[src/rtl/input_buffer_loader_pkg.sv]
// Shared configuration for the activation input path: array geometry,
// activation word width, and the loader state encoding.
package input_buffer_loader_pkg;

  localparam int sys_rows     = 4;  // rows in the systolic array
  localparam int A_BITWIDTH   = 8;  // activation word width
  localparam int super_A_rows = 3;  // words per row in one tile

  typedef enum logic [1:0] {
    IDLE = 2'd0,
    FILL = 2'd1,
    PAD  = 2'd2,
    DONE = 2'd3
  } loader_state_t;

  // Width of a counter that spans 0..n-1 (at least one bit).
  function automatic int ptr_width(input int n);
    return (n > 1) ? $clog2(n) : 1;
  endfunction

endpackage

[src/rtl/input_buffer_loader.sv]
// input_buffer_loader: de-interleaves one valid/ready activation stream
// round-robin into ROWS row-FIFO write ports (word k -> row k mod ROWS),
// counts one tile of ROWS*TILE_LEN words and raises tile_ready until the
// consumer acknowledges it. Per-row backpressure comes from full[].
//
// Optional build macro INPUT_LOADER_ZERO_PAD_EN: an early s_last enters a
// PAD state that fills the rest of the tile with zero words instead of
// closing the tile short.
module input_buffer_loader
  import input_buffer_loader_pkg::*;
#(
  parameter int ROWS     = sys_rows,     // must be at least 2
  parameter int DWIDTH   = A_BITWIDTH,
  parameter int TILE_LEN = super_A_rows
) (
  input  logic              clk,
  input  logic              rst,
  input  logic              start,
  input  logic              s_valid,
  output logic              s_ready,
  input  logic [DWIDTH-1:0] s_data,
  input  logic              s_last,
  output logic [ROWS-1:0]   wr_en,
  output logic [DWIDTH-1:0] wr_data,
  input  logic [ROWS-1:0]   full,
  output logic              tile_ready,
  input  logic              tile_ack,
  output logic              busy,
  output logic              err
);

  localparam int RW = ptr_width(ROWS);
  localparam int CW = ptr_width(TILE_LEN);

  localparam logic [RW-1:0] LAST_ROW = RW'(ROWS - 1);
  localparam logic [CW-1:0] LAST_COL = CW'(TILE_LEN - 1);

  localparam logic [1:0] S_IDLE = IDLE;
  localparam logic [1:0] S_FILL = FILL;
`ifdef INPUT_LOADER_ZERO_PAD_EN
  localparam logic [1:0] S_PAD  = PAD;
`endif
  localparam logic [1:0] S_DONE = DONE;

  logic [1:0]      state;
  logic [RW-1:0]   row_ptr;
  logic [RW-1:0]   row_nxt;
  logic [CW-1:0]   col_cnt;
  logic [CW-1:0]   col_nxt;
  logic [ROWS-1:0] row_onehot;
  logic            row_full;
  logic            hs;
  logic            at_end;

  // Handshake, backpressure and next slot position, all from registered state.
  always_comb begin
    // NOTE: every signal gets a value before any branch so no latch is inferred.
    row_onehot          = '0;
    row_onehot[row_ptr] = 1'b1;
    row_full            = full[row_ptr];
    s_ready             = (state == S_FILL) && !row_full;
    hs                  = s_valid && s_ready;
    at_end              = (row_ptr == LAST_ROW) && (col_cnt == LAST_COL);
    row_nxt             = row_ptr + RW'(1);
    col_nxt             = col_cnt;
    if (row_ptr == LAST_ROW) begin
      row_nxt = '0;
      col_nxt = col_cnt + CW'(1);
    end
  end

  assign busy = (state == S_FILL)
`ifdef INPUT_LOADER_ZERO_PAD_EN
              || (state == S_PAD)
`endif
              ;

  // Loader FSM, slot counters, registered write port and status flags.
  always_ff @(posedge clk) begin
    // NOTE: non-blocking assignments so every register samples pre-edge values.
    if (!rst) begin
      state      <= S_IDLE;
      row_ptr    <= '0;
      col_cnt    <= '0;
      wr_en      <= '0;
      wr_data    <= '0;
      tile_ready <= 1'b0;
      err        <= 1'b0;
    end else begin
      // Write strobe is a single-cycle pulse unless a slot is written below.
      wr_en <= '0;
      case (state)
        S_IDLE: begin
          if (start) begin
            state   <= S_FILL;
            row_ptr <= '0;
            col_cnt <= '0;
          end
        end

        S_FILL: begin
          if (hs) begin
            wr_en   <= row_onehot;
            wr_data <= s_data;
            row_ptr <= row_nxt;
            col_cnt <= col_nxt;
            if (at_end) begin
              state      <= S_DONE;
              tile_ready <= 1'b1;
              if (!s_last) err <= 1'b1;
            end else if (s_last) begin
              err <= 1'b1;
`ifdef INPUT_LOADER_ZERO_PAD_EN
              state <= S_PAD;
`else
              state      <= S_DONE;
              tile_ready <= 1'b1;
`endif
            end
          end
        end

`ifdef INPUT_LOADER_ZERO_PAD_EN
        S_PAD: begin
          if (!row_full) begin
            wr_en   <= row_onehot;
            wr_data <= '0;
            row_ptr <= row_nxt;
            col_cnt <= col_nxt;
            if (at_end) begin
              state      <= S_DONE;
              tile_ready <= 1'b1;
            end
          end
        end
`endif

        S_DONE: begin
          // tile_ack takes priority; a simultaneous start is simply not seen.
          if (tile_ack) begin
            state      <= S_IDLE;
            tile_ready <= 1'b0;
          end
        end

        default: state <= S_IDLE;
      endcase
    end
  end

endmodule

[config.mk]
export PLATFORM = sky130hd
export DESIGN_NAME = input_buffer_loader
export DESIGN_NICKNAME = d
export VERILOG_FILES = /design/src/rtl/input_buffer_loader_pkg.sv /design/src/rtl/input_buffer_loader.sv
export SDC_FILE = /design/constraint.sdc
export NUM_CORES = 1
export LEC_CHECK = 0
export BUFFER_PORTS_ARGS = -buffer_cell sky130_fd_sc_hd__buf_2
export CORE_MARGIN = 8
export CORE_UTILIZATION = 45
export DETAILED_ROUTE_END_ITERATION = 16
export GPL_TIMING_DRIVEN = 0
export PLACE_DENSITY = 0.77
export SLEW_MARGIN = 40
export SYNTH_ARGS = -nofsm -noshare
export SYNTH_HDL_FRONTEND = slang
export SYNTH_SLANG_ARGS = --single-unit
[constraint.sdc]
create_clock -name clk -period 2.6 [get_ports clk]
set_input_delay 0.26 -clock clk [delete_from_list [all_inputs] [get_ports clk]]
set_output_delay 0.26 -clock clk [all_outputs]
set_load 0.01 [all_outputs]
== Word level (Yosys, flattened, before mapping) ==
Index checks and enable logic that the tools add are counted.
Storage, ports and cells
  register bits after elaboration: 20
  input port bits: 18
  output and inout port bits: 16
  logic and storage cells: 61
Cells by class
  $add $sub $neg: 2
  order comparisons: 2
  eq/ne operators: 10
  muxes and demuxes: 24
  reductions and logical operators: 16
Operator list (number)
  two-way mux 2 bit: 10
  AND reduction 4 bit: 4
  two-way mux 1 bit: 8
  case mux 2 bit (2 select lines): 2
  equality test 2 bit (second input constant): 3
  inequality test 2 bit (second input constant): 3
  case mux 2 bit (3 select lines): 1
  AND reduction 3 bit: 2
  nonzero test 2 bit: 3
  adder 2 x 1 -> 2 bit (second input constant): 2
  logical AND 1 bit: 4
  inequality test 2 x 1 -> 1 bit (second input constant): 2
  < comparator 2 x 3 -> 1 bit (second input constant): 1
  inequality test 3 x 2 -> 1 bit (second input constant): 1
  binary-select mux 1 bit (select 2 bit): 1
  demux 1 bit (select 2 bit): 1
  equality test 2 x 1 -> 1 bit (second input constant): 1
  >= comparator 2 x 1 -> 1 bit (second input constant): 1
  logical NOT 2 bit: 1
  case mux 1 bit (2 select lines): 1
  AND reduction 2 bit: 1
  logical NOT 1 bit: 1

== Longest topological paths before layout ==
Gate-level depths: netlist (run 1).
  word-level depth: 7
  gate-level depth with buffers: 6
  depth with buffers taken out: 6

== Least setup slack after synthesis (run 1) ==
No wires, ideal clock.
  path kind: register to register
  start: reg row_ptr[0]
  end: reg wr_data[1]
  setup time: 0.116 ns
  arrival: 1.695 ns
  required time: 2.484 ns
  path slack: 0.789 ns
  cell stages (with the launch flop): 6
  buffers on the path: 1
  period minus slack after synthesis: 1.811 ns
  cells stage by stage: dfxtp_1 mux4_2 nor3_4 buf_8 mux2i_1 nor2b_1
On the way
  cells in the longest elaborated chain, start to end: 6
RTL lines
  from (decl): line input_buffer_loader.sv:46  | logic [RW-1:0] row_ptr;
  from (signal assigned): line input_buffer_loader.sv:105  | row_ptr <= row_nxt;
  binary-select mux 1 bit (select 2 bit): line input_buffer_loader.sv:60  | row_full = full[row_ptr];
  two-way mux 1 bit (implied by the code): line input_buffer_loader.sv:60
  logical NOT 1 bit: line input_buffer_loader.sv:61  | s_ready = (state == S_FILL) && !row_full;
  logical AND 1 bit: line input_buffer_loader.sv:61
  logical AND 1 bit: line input_buffer_loader.sv:62  | hs = s_valid && s_ready;
  AND reduction 2 bit (no source line)
  to (signal assigned): line input_buffer_loader.sv:104  | wr_data <= s_data;
  to (decl): line input_buffer_loader.sv:24  | output logic [DWIDTH-1:0] wr_data,
Every way passes these cells. The select of a mux whose other input is x is not followed.
A chain may end at the register's enable or synchronous reset.

== Worst setup path after layout (run 1) ==
  start: reg row_ptr[0]
  end: reg wr_data[5]
The elaborated chain is that of the path after synthesis.

==> out/metrics.csv, run 1 <==
stage,metric,value,unit
drt,Via Count,730,
clock_tree,Worst-path clk slew,0.11,ns
pwr,Leak Pwr,0.527,nW
yosys,Post-Syn Area,930,um2
floorplanning,row cnt,16,
final_layout,final core utilization,59.1,%
drt,DR WL/cell,12.0,um
setup_path,"Req. time, crit path",2.79,ns
global_routing,initial antenna violation count,0,
setup_path,delay of the slowest critical-path stage,0.62,ns
setup_path,Buf/Inv on CP,1,
global_routing,first-pass GRT wire length,3120,um
global_routing,vias in the first global route,748,
sta,worst-margin pin slew,0.383,ns
global_routing,grt peak-use layer,met2,
floorplanning,starting density of the core,47.4,%
run,Max Cap Viol,0,
floorplanning,die footprint,0.00378,mm2
clock_tree,setup bufs post-CTS,0,
sta,relative slew slack,74.4,%
placement,dpl hpwl,1510,um
pwr,pwr/cell area,488,mW/mm2
drt,# DRC,0,
clock_tree,Clock Latency Late Sink,0.29,ns
sta,Tmin final,2.00,ns
floorplanning,Ports,34,
global_routing,GRT met1 Usage,12.5,%
sta,"Setup violations, final",0,
worst_hold_path,Worst Hold Endpoint,wr_data[6]$_SDFFE_PN0P_,
setup_path,Worst Reg-to-Reg Cells,5,
setup_path,"CP delay by family, top",multiplexers,
setup_path,crit path DAT,2.19,ns
final_layout,NumNets Final,152,
global_routing,remaining global-route overflow,0,
setup_path,CP Capture Type,flop,
placement,Port-buffer cells,32,
yosys,synthesized instance count,92,
setup_path,slowest CP cell,mux4_2,
floorplanning,Die Y,61.5,um
yosys,post-synth cell types,27,
clock_tree,CTS Root Cell,clkbuf_4,
worst_hold_path,min-delay src,s_data[6],
yosys,Mean Syn Cell Area,10.1,um2
global_routing,met2 Track Usage GR,17.6,%
clock_tree,cts hold-fix bufs,0,
drt,vias per cell,4.71,
sta,setup TNS,0,ns
final_layout,antenna cells,0,
yosys,Ys Warns,0,
floorplanning,Die Wd,61.5,um
clock_tree,clk buf depth,2,
clock_tree,CTS Buf Count,3,
setup_path,worst-path cell chain,mux4_2 -> nor3_4 -> buf_8 -> mux2i_1 -> nor2b_1,
clock_tree,H-tree levels,1,
global_routing,GRT met3 Usage,5.22,%
setup_path,"reg-to-reg slack, setup",0.60,ns
yosys,sequential cell area fraction in the yosys report,43.1,%
sta,Slew Limit Fails,0,
setup_path,r2r endpoint,wr_data[5]$_SDFFE_PN0P_,
status,status,"complete, no violations",
setup_path,CP Max Fanout,10,
sta,Fmax achieved,501,MHz
pwr,peak supply drop,0.363,mV
final_layout,area delta synth->final,24.8,%
clock_tree,PostCTS Resize Cnt,0,
floorplanning,core area,0.00196,mm2
setup_path,Worst Setup Start Kind,flop,
placement,GPL Wtd Cong,0.806,
yosys,synthesis-stage register bit count,20,
setup_path,FF-to-FF Start,row_ptr[0]$_SDFFE_PN0P_,
sta,RSZ-0062 raised after global routing,false,
yosys,Mapped Nets,115,
worst_hold_path,Hold Path Cell Cnt,3,
drt,routed wire length,1850,um
global_routing,largest net degree at the start of global routing,12,
sta,period utilization,76.8,%
sta,final hold violations,0,
final_layout,layout cell share with drive strength beyond 1,35.2,%
worst_hold_path,hold crit path type,input pin to flop,
sta,clk_skew,0.00563,ns
drt,number of routed nets with antenna violations,0,
clock_tree,Num Clock Sinks,20,
clock_tree,CTS tree,built,
drt,Iteration-0 DRC Markers,7,
drt,Initial DRT Pass Iterations,4,
setup_path,CP Class,flop to flop,
global_routing,overall routing resource usage,11.0,%
==> final cells by class <==
type	instances	area [um2]
Timing Repair Buffer	32	160
Multi-Input combinational cell	61	477
Buffer	4	26.3
Sequential cell	20	400
Tap cell	27	33.8
Inverter	7	26.3
Fill cell	203	802
Clock buffer	4	36.3
==> metrics by stage <==
stage	setup slack (ns)	cell area [um2]	hold WS, ns	total power (W)	std cells
after detailed placement	0.628	1120	0.468	0.000401	151
after global routing	0.477	1160	0.220	0.000595	155
after global placement	0.654	1120	0.461	0.000399	151
final	0.604	1160	0.220	0.000566	155
after CTS	0.618	1160	0.212	0.000573	155
after floorplan	0.789	930	0.429	0.000371	92
==> cells in the mapped netlist (all sizes together) <==
cell type,n,area [um2]
dfxtp,20,400
mux2i,10,100
nor2b,9,56.3
inv,7,26.3
ha,5,62.6
nand2,5,18.8
and3,4,30.0
clkbuf,3,11.3
nor2,3,11.3
o21ai,3,15.0
a21boi,2,15.0
a21oi,2,10.0
nand2b,2,12.5
nand3,2,10.0
o211ai,2,15.0
o31ai,2,15.0
or3,2,12.5
a22o,1,8.76
a311o,1,10.0
and2,1,7.51
buf,1,15.0
mux2,1,11.3
mux4,1,22.5
nor3,1,16.3
nor3b,1,7.51
xnor2,1,8.76
==> flip-flops by register name (all words and copies together) (netlist names) <==
register and count:
wr_data 8, state 2, wr_en 4, col_cnt 2, tile_ready 1, err 1
row_ptr 2
==> worst max path at each step <==
stage / startpoint / endpoint / cells past startpoint
6_report: row_ptr[0]$_SDFFE_PN0P_ / wr_data[5]$_SDFFE_PN0P_ / 5
5_1_grt: row_ptr[0]$_SDFFE_PN0P_ / wr_data[5]$_SDFFE_PN0P_ / 5
4_1_cts: row_ptr[0]$_SDFFE_PN0P_ / wr_data[5]$_SDFFE_PN0P_ / 5
3_5_place_dp: row_ptr[0]$_SDFFE_PN0P_ / wr_data[6]$_SDFFE_PN0P_ / 5
3_3_place_gp: row_ptr[0]$_SDFFE_PN0P_ / wr_data[1]$_SDFFE_PN0P_ / 5
2_1_floorplan: row_ptr[0]$_SDFFE_PN0P_ / wr_data[1]$_SDFFE_PN0P_ / 5
==> routing by layer <==
layer / share of wire, % / vias to the layer above
met5: 0 / -
met4: 0.65 / 0
met3: 9.6 / 2
met2: 44 / 23
met1: 46 / 316
li1: - / 389
==> tightest hold or removal path: cells and delay by family <==
family / cells / cell delay, ns
simple gates: 1 / 0.09
mux: 1 / 0.05
buf+inv: 1 / 0.07
==> where the power goes <==
| part | internal [W] | leakage (nW) | switching [W] |
|---|---|---|---|
| Clock | 0.0000852 | 0.0210 | 0.0000879 |
| Combinational | 0.0000357 | 0.344 | 0.0000379 |
| Sequential | 0.000314 | 0.162 | 0.00000486 |
| Total | 0.000435 | 0.527 | 0.000131 |
==> kinds of logic (layout without fill, tap and decap cells) <==
group | Yosys count | after routing | share of synthesized area, %
DFF | 20 | 20 | 43.1
muxes | 12 | 12 | 14.4
adders and majority gates | 5 | 5 | 6.73
xor gates and xnor gates | 1 | 1 | 0.942
AOI/OAI and AO/OA | 13 | 13 | 9.56
and+or+nand+nor | 30 | 30 | 19.7
buffers and inverters | 11 | 47 | 5.65
==> placed cells by master, fill, tap and decap left out, drive strengths merged, types with 2 or more instances in the layout <==
cell | Yosys | routed
or3 | 2 | 2
nand3 | 2 | 2
nor2 | 3 | 3
o21ai | 3 | 3
nor2b | 9 | 9
inv | 7 | 7
a21oi | 2 | 2
a21boi | 2 | 2
o31ai | 2 | 2
o211ai | 2 | 2
mux2i | 10 | 10
nand2 | 5 | 5
nand2b | 2 | 2
clkbuf | 3 | 7
and3 | 4 | 4
buf | 1 | 33
dfxtp | 20 | 20
ha | 5 | 5
Note: power is estimated with default switching activity, not from simulation.
==> run 2, diff against run 1 <==
- clock period: 2.6 -> 2.05 ns (I/O delays scaled with it)
==> run 2 against run 1 <==
- routed wire length grew 0.54%
- sequential share of layout area shrank 0.15 points
- final area rose by 0.76%
- via count increased by 0.55%
- clock-buffer cell count did not move
- critical path type unchanged
- critical endpoint is now col_cnt[0]$_SDFFE_PN0P_
- highest routed layer unchanged
==> out/metrics.csv, run 2 (same netlist as run 1, synthesis figures left out) <==
stage,metric,value,unit,change
global_routing,first-pass GRT wire length,3120,um,unchanged
global_routing,initial antenna violation count,0,,unchanged
clock_tree,CTS Buf Count,3,,unchanged
drt,Via Count,734,,was 730
status,status,"complete, no violations",,unchanged
drt,vias per cell,4.71,,about the same
setup_path,FF-to-FF Start,row_ptr[0]$_SDFFE_PN0P_,,unchanged
pwr,Pwr Total,0.000719,W,was 0.000566 W
sta,setup TNS,0,ns,unchanged
setup_path,Worst Setup SP,row_ptr[0]$_SDFFE_PN0P_,,unchanged
setup_path,"Req. time, crit path",2.29,ns,was 2.79 ns
final_layout,footprint of the multi-input gates,477,um2,unchanged
floorplanning,die footprint,0.00378,mm2,unchanged
sta,Tmin final,1.90,ns,was 2.00 ns
final_layout,Fillers,200,,was 203
final_layout,"commonest non-fill, non-tap cell in the layout",buf_2,,unchanged
pwr,pwr/cell area,616,mW/mm2,was 488 mW/mm2
setup_path,crit path to,col_cnt[0]$_SDFFE_PN0P_,,was wr_data[5]$_SDFFE_PN0P_
setup_path,CP Capture Type,flop,,unchanged
final_layout,area delta synth->final,25.7,%,was 24.8%
setup_path,worst-path cell chain,mux4_2 -> nor3_4 -> buf_4 -> and3_2 -> mux2_2,,was mux4_2 -> nor3_4 -> buf_8 -> mux2i_1 -> nor2b_1
clock_tree,Worst-path clk slew,0.11,ns,about the same
sta,period utilization,92.7,%,was 76.8%
setup_path,Worst path depth,5,,unchanged
global_routing,remaining global-route overflow,0,,unchanged
placement,Port-buffer cells,32,,unchanged
floorplanning,row cnt,16,,unchanged
clock_tree,clk buf depth,2,,unchanged
setup_path,"CP delay by family, top",multiplexers,,unchanged
pwr,Leak Pwr,0.533,nW,was 0.527 nW
sta,clk_skew,0.00540,ns,was 0.00563 ns
final_layout,antenna cells,0,,unchanged
clock_tree,CTS tree,built,,unchanged
placement,GPL Wtd Cong,0.806,,unchanged
drt,Initial DRT Pass Iterations,4,,unchanged
final_layout,most frequent cells in the layout,"buf_2 (32), dfxtp_1 (19), mux2i_1 (10)",,"was buf_2 (32), dfxtp_1 (20), mux2i_1 (10)"
worst_hold_path,hold crit path type,input pin to flop,,unchanged
setup_path,delay of the slowest critical-path stage,0.60,ns,was 0.62 ns
setup_path,Buf/Inv on CP,1,,unchanged
pwr,peak supply drop,0.461,mV,was 0.363 mV
clock_tree,Clock Latency Late Sink,0.29,ns,about the same
sta,Slew Limit Fails,0,,unchanged
final_layout,NumNets Final,153,,was 152
floorplanning,starting density of the core,47.4,%,unchanged
setup_path,Worst Setup Start Kind,flop,,unchanged
sta,final hold violations,0,,unchanged
setup_path,crit path DAT,2.14,ns,was 2.19 ns
placement,dpl hpwl,1510,um,unchanged
global_routing,vias in the first global route,748,,unchanged
setup_path,CP Class,flop to flop,,unchanged
clock_tree,H-tree levels,1,,unchanged
final_layout,Reg area,402,um2,was 400 um2
floorplanning,Die Wd,61.5,um,unchanged
global_routing,largest net degree at the start of global routing,12,,unchanged
sta,worst-margin pin slew,0.359,ns,was 0.383 ns
floorplanning,core area,0.00196,mm2,unchanged
drt,DR WL/cell,11.9,um,was 12.0 um
global_routing,overall routing resource usage,11.0,%,unchanged
final_layout,layout cell share with drive strength beyond 1,36.4,%,was 35.2%
sta,RSZ-0062 raised after global routing,false,,unchanged
clock_tree,cts hold-fix bufs,0,,unchanged
sta,Fmax achieved,526,MHz,was 501 MHz
setup_path,Worst Reg-to-Reg Cells,5,,unchanged
clock_tree,Num Clock Sinks,20,,unchanged
final_layout,max reg flops,8,,unchanged
setup_path,"reg-to-reg slack, setup",0.15,ns,was 0.60 ns
final_layout,"Most flops, register",wr_data,,unchanged
clock_tree,CTS Root Cell,clkbuf_4,,unchanged
run,Max Cap Viol,0,,unchanged
floorplanning,Ports,34,,unchanged
setup_path,slowest CP cell,mux4_2,,unchanged
drt,routed wire length,1860,um,was 1850 um
setup_path,r2r endpoint,col_cnt[0]$_SDFFE_PN0P_,,was wr_data[5]$_SDFFE_PN0P_
drt,# DRC,0,,unchanged
sta,"Setup violations, final",0,,unchanged
setup_path,CP Max Fanout,7,,was 10
floorplanning,Die Y,61.5,um,unchanged
drt,number of routed nets with antenna violations,0,,unchanged
final_layout,top flop regs,"wr_data x8, wr_en x4",,unchanged
sta,relative slew slack,76.1,%,was 74.4%
drt,Iteration-0 DRC Markers,10,,was 7
==> run 2: changes by cell type in the layout (fill, tap and decap cells not counted) <==
cell,delta
buf_4,+1
dfxtp_1,-1
dfxtp_2,+1
==> run 2: through the flow <==
| step | area (um2) | instances | util, % | hold WS, ns | worst slack [ns] |
|---|---|---|---|---|---|
| finish | 1170 | 156 | 59.6 | 0.165 | 0.149 |
| global route | 1170 | 156 | 59.6 | 0.165 | 0.0767 |
| CTS | 1160 | 155 | 59.1 | 0.157 | 0.0681 |
| detailed placement | 1120 | 151 | 57.3 | 0.468 | 0.0782 |
| global placement | 1120 | 151 | 57.3 | 0.461 | 0.104 |
| floorplan | 930 | 92 | - | 0.374 | 0.239 |
==> run 2: timing repair <==
action                                 in CTS  in global routing
setup buffers                               0                  1
gates resized for setup                     0                  1
setup endpoints to repair                   0                  4
endpoints found under the hold margin       0                  0
==> run 2: final cells by class <==
class,instances,area share [%]
multi-input combinational,61,40.8
sequential,20,34.4
timing repair buffer,33,14.3
clock buffer,4,3.10
tap,27,2.89
buffer,4,2.25
inverter,7,2.25
==> run 2: routing by layer <==
metal | global-route usage, % | vias to the layer above | wire [um]
met5 | 0 | - | 0
met3 | 5.22 | 2 | 177
met2 | 17.6 | 23 | 815
li1 | - | 392 | -
met4 | 3.90 | 0 | 12
met1 | 12.5 | 317 | 857
==> run 2: worst min path at each step <==
stage	from	endpoint	slack, ns	depth (start not counted)
2_1_floorplan	s_data[0]	wr_data[0]$_SDFFE_PN0P_	0.37	2
6_report	s_data[6]	wr_data[6]$_SDFFE_PN0P_	0.17	3
4_1_cts	s_data[6]	wr_data[6]$_SDFFE_PN0P_	0.16	3
3_5_place_dp	col_cnt[1]$_SDFFE_PN0P_	col_cnt[1]$_SDFFE_PN0P_	0.47	1
5_1_grt	s_data[7]	wr_data[7]$_SDFFE_PN0P_	0.17	3
3_3_place_gp	col_cnt[1]$_SDFFE_PN0P_	col_cnt[1]$_SDFFE_PN0P_	0.46	1
==> run 2: worst reg2reg max path: cells and delay by family (launching register included) <==
| kind | cells | cell delay [ns] |
|---|---|---|
| multiplexers | 2 | 0.74 |
| AND/OR/NAND/NOR | 2 | 0.49 |
| flip-flops | 1 | 0.42 |
| buffers and inverters | 1 | 0.19 |
==> run 2: where the power goes <==
| part | switching, W | internal (W) |
|---|---|---|
| combinational | 0.0000484 | 0.0000464 |
| clock | 0.000112 | 0.000108 |
| sequential | 0.00000616 | 0.000399 |
==> run 3, diff against run 2 <==
==> constraint.sdc (replaced) <==
create_clock -name clk -period 2.05 [get_ports clk]
set_input_delay 0.41 -clock clk [delete_from_list [all_inputs] [get_ports clk]]
set_output_delay 0.41 -clock clk [all_outputs]
set_load 0.01 [all_outputs]
==> run 3 against run 2 <==
- combinational power rose by 2%
- sequential share of layout area grew 0.067 points
- sequential power hardly changed
- clock skew rose by 0.0017 ns
- worst setup slack got worse by 0.046 ns
- non-clock buffer count unchanged
- maximum frequency shrank 2.4%
- global-route usage is the same
- clock-buffer cell count did not move
- register-to-register slack improved by 0.03 ns
- largest cell class unchanged
- critical path type is now flop to output pin
- utilization grew 0.26 points
- worst hold slack gained 0.20 ns
==> out/metrics.csv, run 3 (same netlist as run 1, synthesis figures left out) <==
stage,metric,value,unit,change
drt,Via Count,730,,was 734
setup_path,CP Class,flop to output pin,,was flop to flop
global_routing,vias in the first global route,748,,unchanged
setup_path,Buf/Inv on CP,1,,unchanged
sta,setup TNS,0,ns,unchanged
sta,RSZ-0062 raised after global routing,false,,unchanged
pwr,internal cell power,0.000553,W,about the same
placement,dpl hpwl,1510,um,unchanged
drt,Initial DRT Pass Iterations,4,,unchanged
floorplanning,die footprint,0.00378,mm2,unchanged
floorplanning,row cnt,16,,unchanged
pwr,pwr/cell area,613,mW/mm2,was 616 mW/mm2
global_routing,initial antenna violation count,0,,unchanged
drt,vias per cell,4.68,,was 4.71
final_layout,area delta synth->final,26.2,%,was 25.7%
final_layout,"Most flops, register",wr_data,,unchanged
setup_path,delay of the slowest critical-path stage,0.58,ns,was 0.60 ns
final_layout,NumNets Final,153,,unchanged
pwr,Sw Pwr,0.000167,W,was 0.000166 W
final_layout,fin cells,156,,unchanged
sta,period utilization,95.0,%,was 92.7%
floorplanning,starting density of the core,47.4,%,unchanged
drt,number of routed nets with antenna violations,0,,unchanged
sta,Fmax achieved,514,MHz,was 526 MHz
global_routing,largest net degree at the start of global routing,12,,unchanged
run,Max Cap Viol,0,,unchanged
setup_path,CP Capture Type,output pin,,was flop
pwr,Net Sw Frac,23.1,%,about the same
floorplanning,core area,0.00196,mm2,unchanged
final_layout,most frequent cells in the layout,"buf_2 (32), dfxtp_1 (19), mux2i_1 (10)",,unchanged
sta,worst-margin pin slew,0.382,ns,was 0.359 ns
final_layout,top flop regs,"wr_data x8, wr_en x4",,unchanged
final_layout,"commonest non-fill, non-tap cell in the layout",buf_2,,unchanged
pwr,peak supply drop,0.459,mV,was 0.461 mV
global_routing,overall routing resource usage,11.0,%,unchanged
sta,Slew Limit Fails,0,,unchanged
drt,routed wire length,1860,um,about the same
clock_tree,clk buf depth,2,,unchanged
floorplanning,Die Y,61.5,um,unchanged
drt,DR WL/cell,11.9,um,about the same
clock_tree,Worst-path clk slew,0.11,ns,about the same
clock_tree,Num Clock Sinks,20,,unchanged
setup_path,"Req. time, crit path",1.64,ns,was 2.29 ns
sta,Tmin final,1.95,ns,was 1.90 ns
pwr,Logic pwr share,13.4,%,was 13.2%
final_layout,max reg flops,8,,unchanged
setup_path,worst-path cell chain,mux4_2 -> nor2_2 -> buf_2,,was mux4_2 -> nor3_4 -> buf_4 -> and3_2 -> mux2_2
sta,relative slew slack,74.4,%,was 76.1%
pwr,Seq pwr share,56.1,%,was 56.3%
setup_path,CP Max Fanout,7,,unchanged
placement,GPL Wtd Cong,0.806,,unchanged
worst_hold_path,hold crit path type,input pin to flop,,unchanged
global_routing,first-pass GRT wire length,3120,um,unchanged
clock_tree,H-tree levels,1,,unchanged
clock_tree,CTS Buf Count,3,,unchanged
setup_path,Worst Setup Start Kind,flop,,unchanged
clock_tree,Clock Latency Late Sink,0.29,ns,about the same
status,status,"complete, no violations",,unchanged
setup_path,slowest CP cell,mux4_2,,unchanged
clock_tree,CTS tree,built,,unchanged
floorplanning,Die Wd,61.5,um,unchanged
clock_tree,CTS Root Cell,clkbuf_4,,unchanged
sta,clk_skew,0.00712,ns,was 0.00540 ns
global_routing,remaining global-route overflow,0,,unchanged
floorplanning,Ports,34,,unchanged
pwr,Leak Pwr,0.533,nW,about the same
setup_path,"CP delay by family, top",multiplexers,,unchanged
setup_path,crit path DAT,1.54,ns,was 2.14 ns
sta,"Setup violations, final",0,,unchanged
pwr,clock network power share,30.4,%,was 30.5%
placement,placed cell count,151,,unchanged
final_layout,antenna cells,0,,unchanged
final_layout,layout cell share with drive strength beyond 1,37.2,%,was 36.4%
drt,Iteration-0 DRC Markers,10,,unchanged
drt,# DRC,0,,unchanged
sta,final hold violations,0,,unchanged
placement,Port-buffer cells,32,,unchanged
run 3: cell count changes in the layout (fill, tap and decap cells not counted):
cell	before	now
nor2_1	3	2
dfxtp_4	0	1
dfxtp_2	1	0
nor2_2	0	1
run 3: repair_timing:
action                     CTS  global route
setup endpoints to repair    1             1
hold buffers                 0             0
pin swaps                    0             0
gates resized for setup      1             2
buffers inserted             0             1
run 3: path summary, 6_finish.rpt:
| kind | startpoint | to | slack [ns] | cells after the start |
|---|---|---|---|---|
| max | row_ptr[0]$_SDFFE_PN0P_ | s_ready | 0.10 | 3 |
| min | s_data[6] | wr_data[6]$_SDFFE_PN0P_ | 0.37 | 3 |
| max reg2reg | row_ptr[0]$_SDFFE_PN0P_ | wr_data[5]$_SDFFE_PN0P_ | 0.18 | 5 |
| min reg2reg | col_cnt[1]$_SDFFE_PN0P_ | col_cnt[1]$_SDFFE_PN0P_ | 0.49 | 1 |
run 3: worst min-delay path, cell delays in order:
cell and delay (ns):
buf_2 0.07, mux2i_1 0.05, nor2b_1 0.09
run 3: routing by layer:
metal | vias up | wire [um] | part of all wire [%] | global-route usage, %
met5 | - | 0 | 0 | 0
met4 | 0 | 12 | 0.64 | 3.90
met3 | 2 | 175 | 9.4 | 5.22
met2 | 21 | 811 | 44 | 17.6
met1 | 315 | 861 | 46 | 12.5
li1 | 392 | - | - | -
run 3: power groups by stage:
stage                     combinational (W)  clock [W]  sequential [W]
after floorplan                   0.0000545          0        0.000417
after global placement            0.0000932          0        0.000413
after detailed placement          0.0000947          0        0.000414
after CTS                         0.0000949   0.000227        0.000405
after global routing               0.000107   0.000243        0.000406
final                             0.0000966   0.000219        0.000404
run 3: cell type report:
class / count / area [um2]
Clock buffer: 4 / 36.3
Timing Repair Buffer: 33 / 168
Inverter: 7 / 26.3
Tap cell: 27 / 33.8
Multi-Input combinational cell: 61 / 479
Buffer: 4 / 26.3
Fill cell: 201 / 788
Sequential cell: 20 / 404
run 3: stage by stage:
step | utilization, % | area [um2] | hold WS [ns] | power (W) | setup slack (ns)
2_1_floorplan | - | 930 | 0.446 | 0.000471 | 0.239
3_3_place_gp | 57.3 | 1120 | 0.461 | 0.000506 | 0.104
3_5_place_dp | 57.3 | 1120 | 0.468 | 0.000508 | 0.0782
4_1_cts | 59.2 | 1160 | 0.362 | 0.000727 | 0.0396
5_1_grt | 59.8 | 1170 | 0.370 | 0.000757 | 0.0492
6_report | 59.8 | 1170 | 0.370 | 0.000720 | 0.103
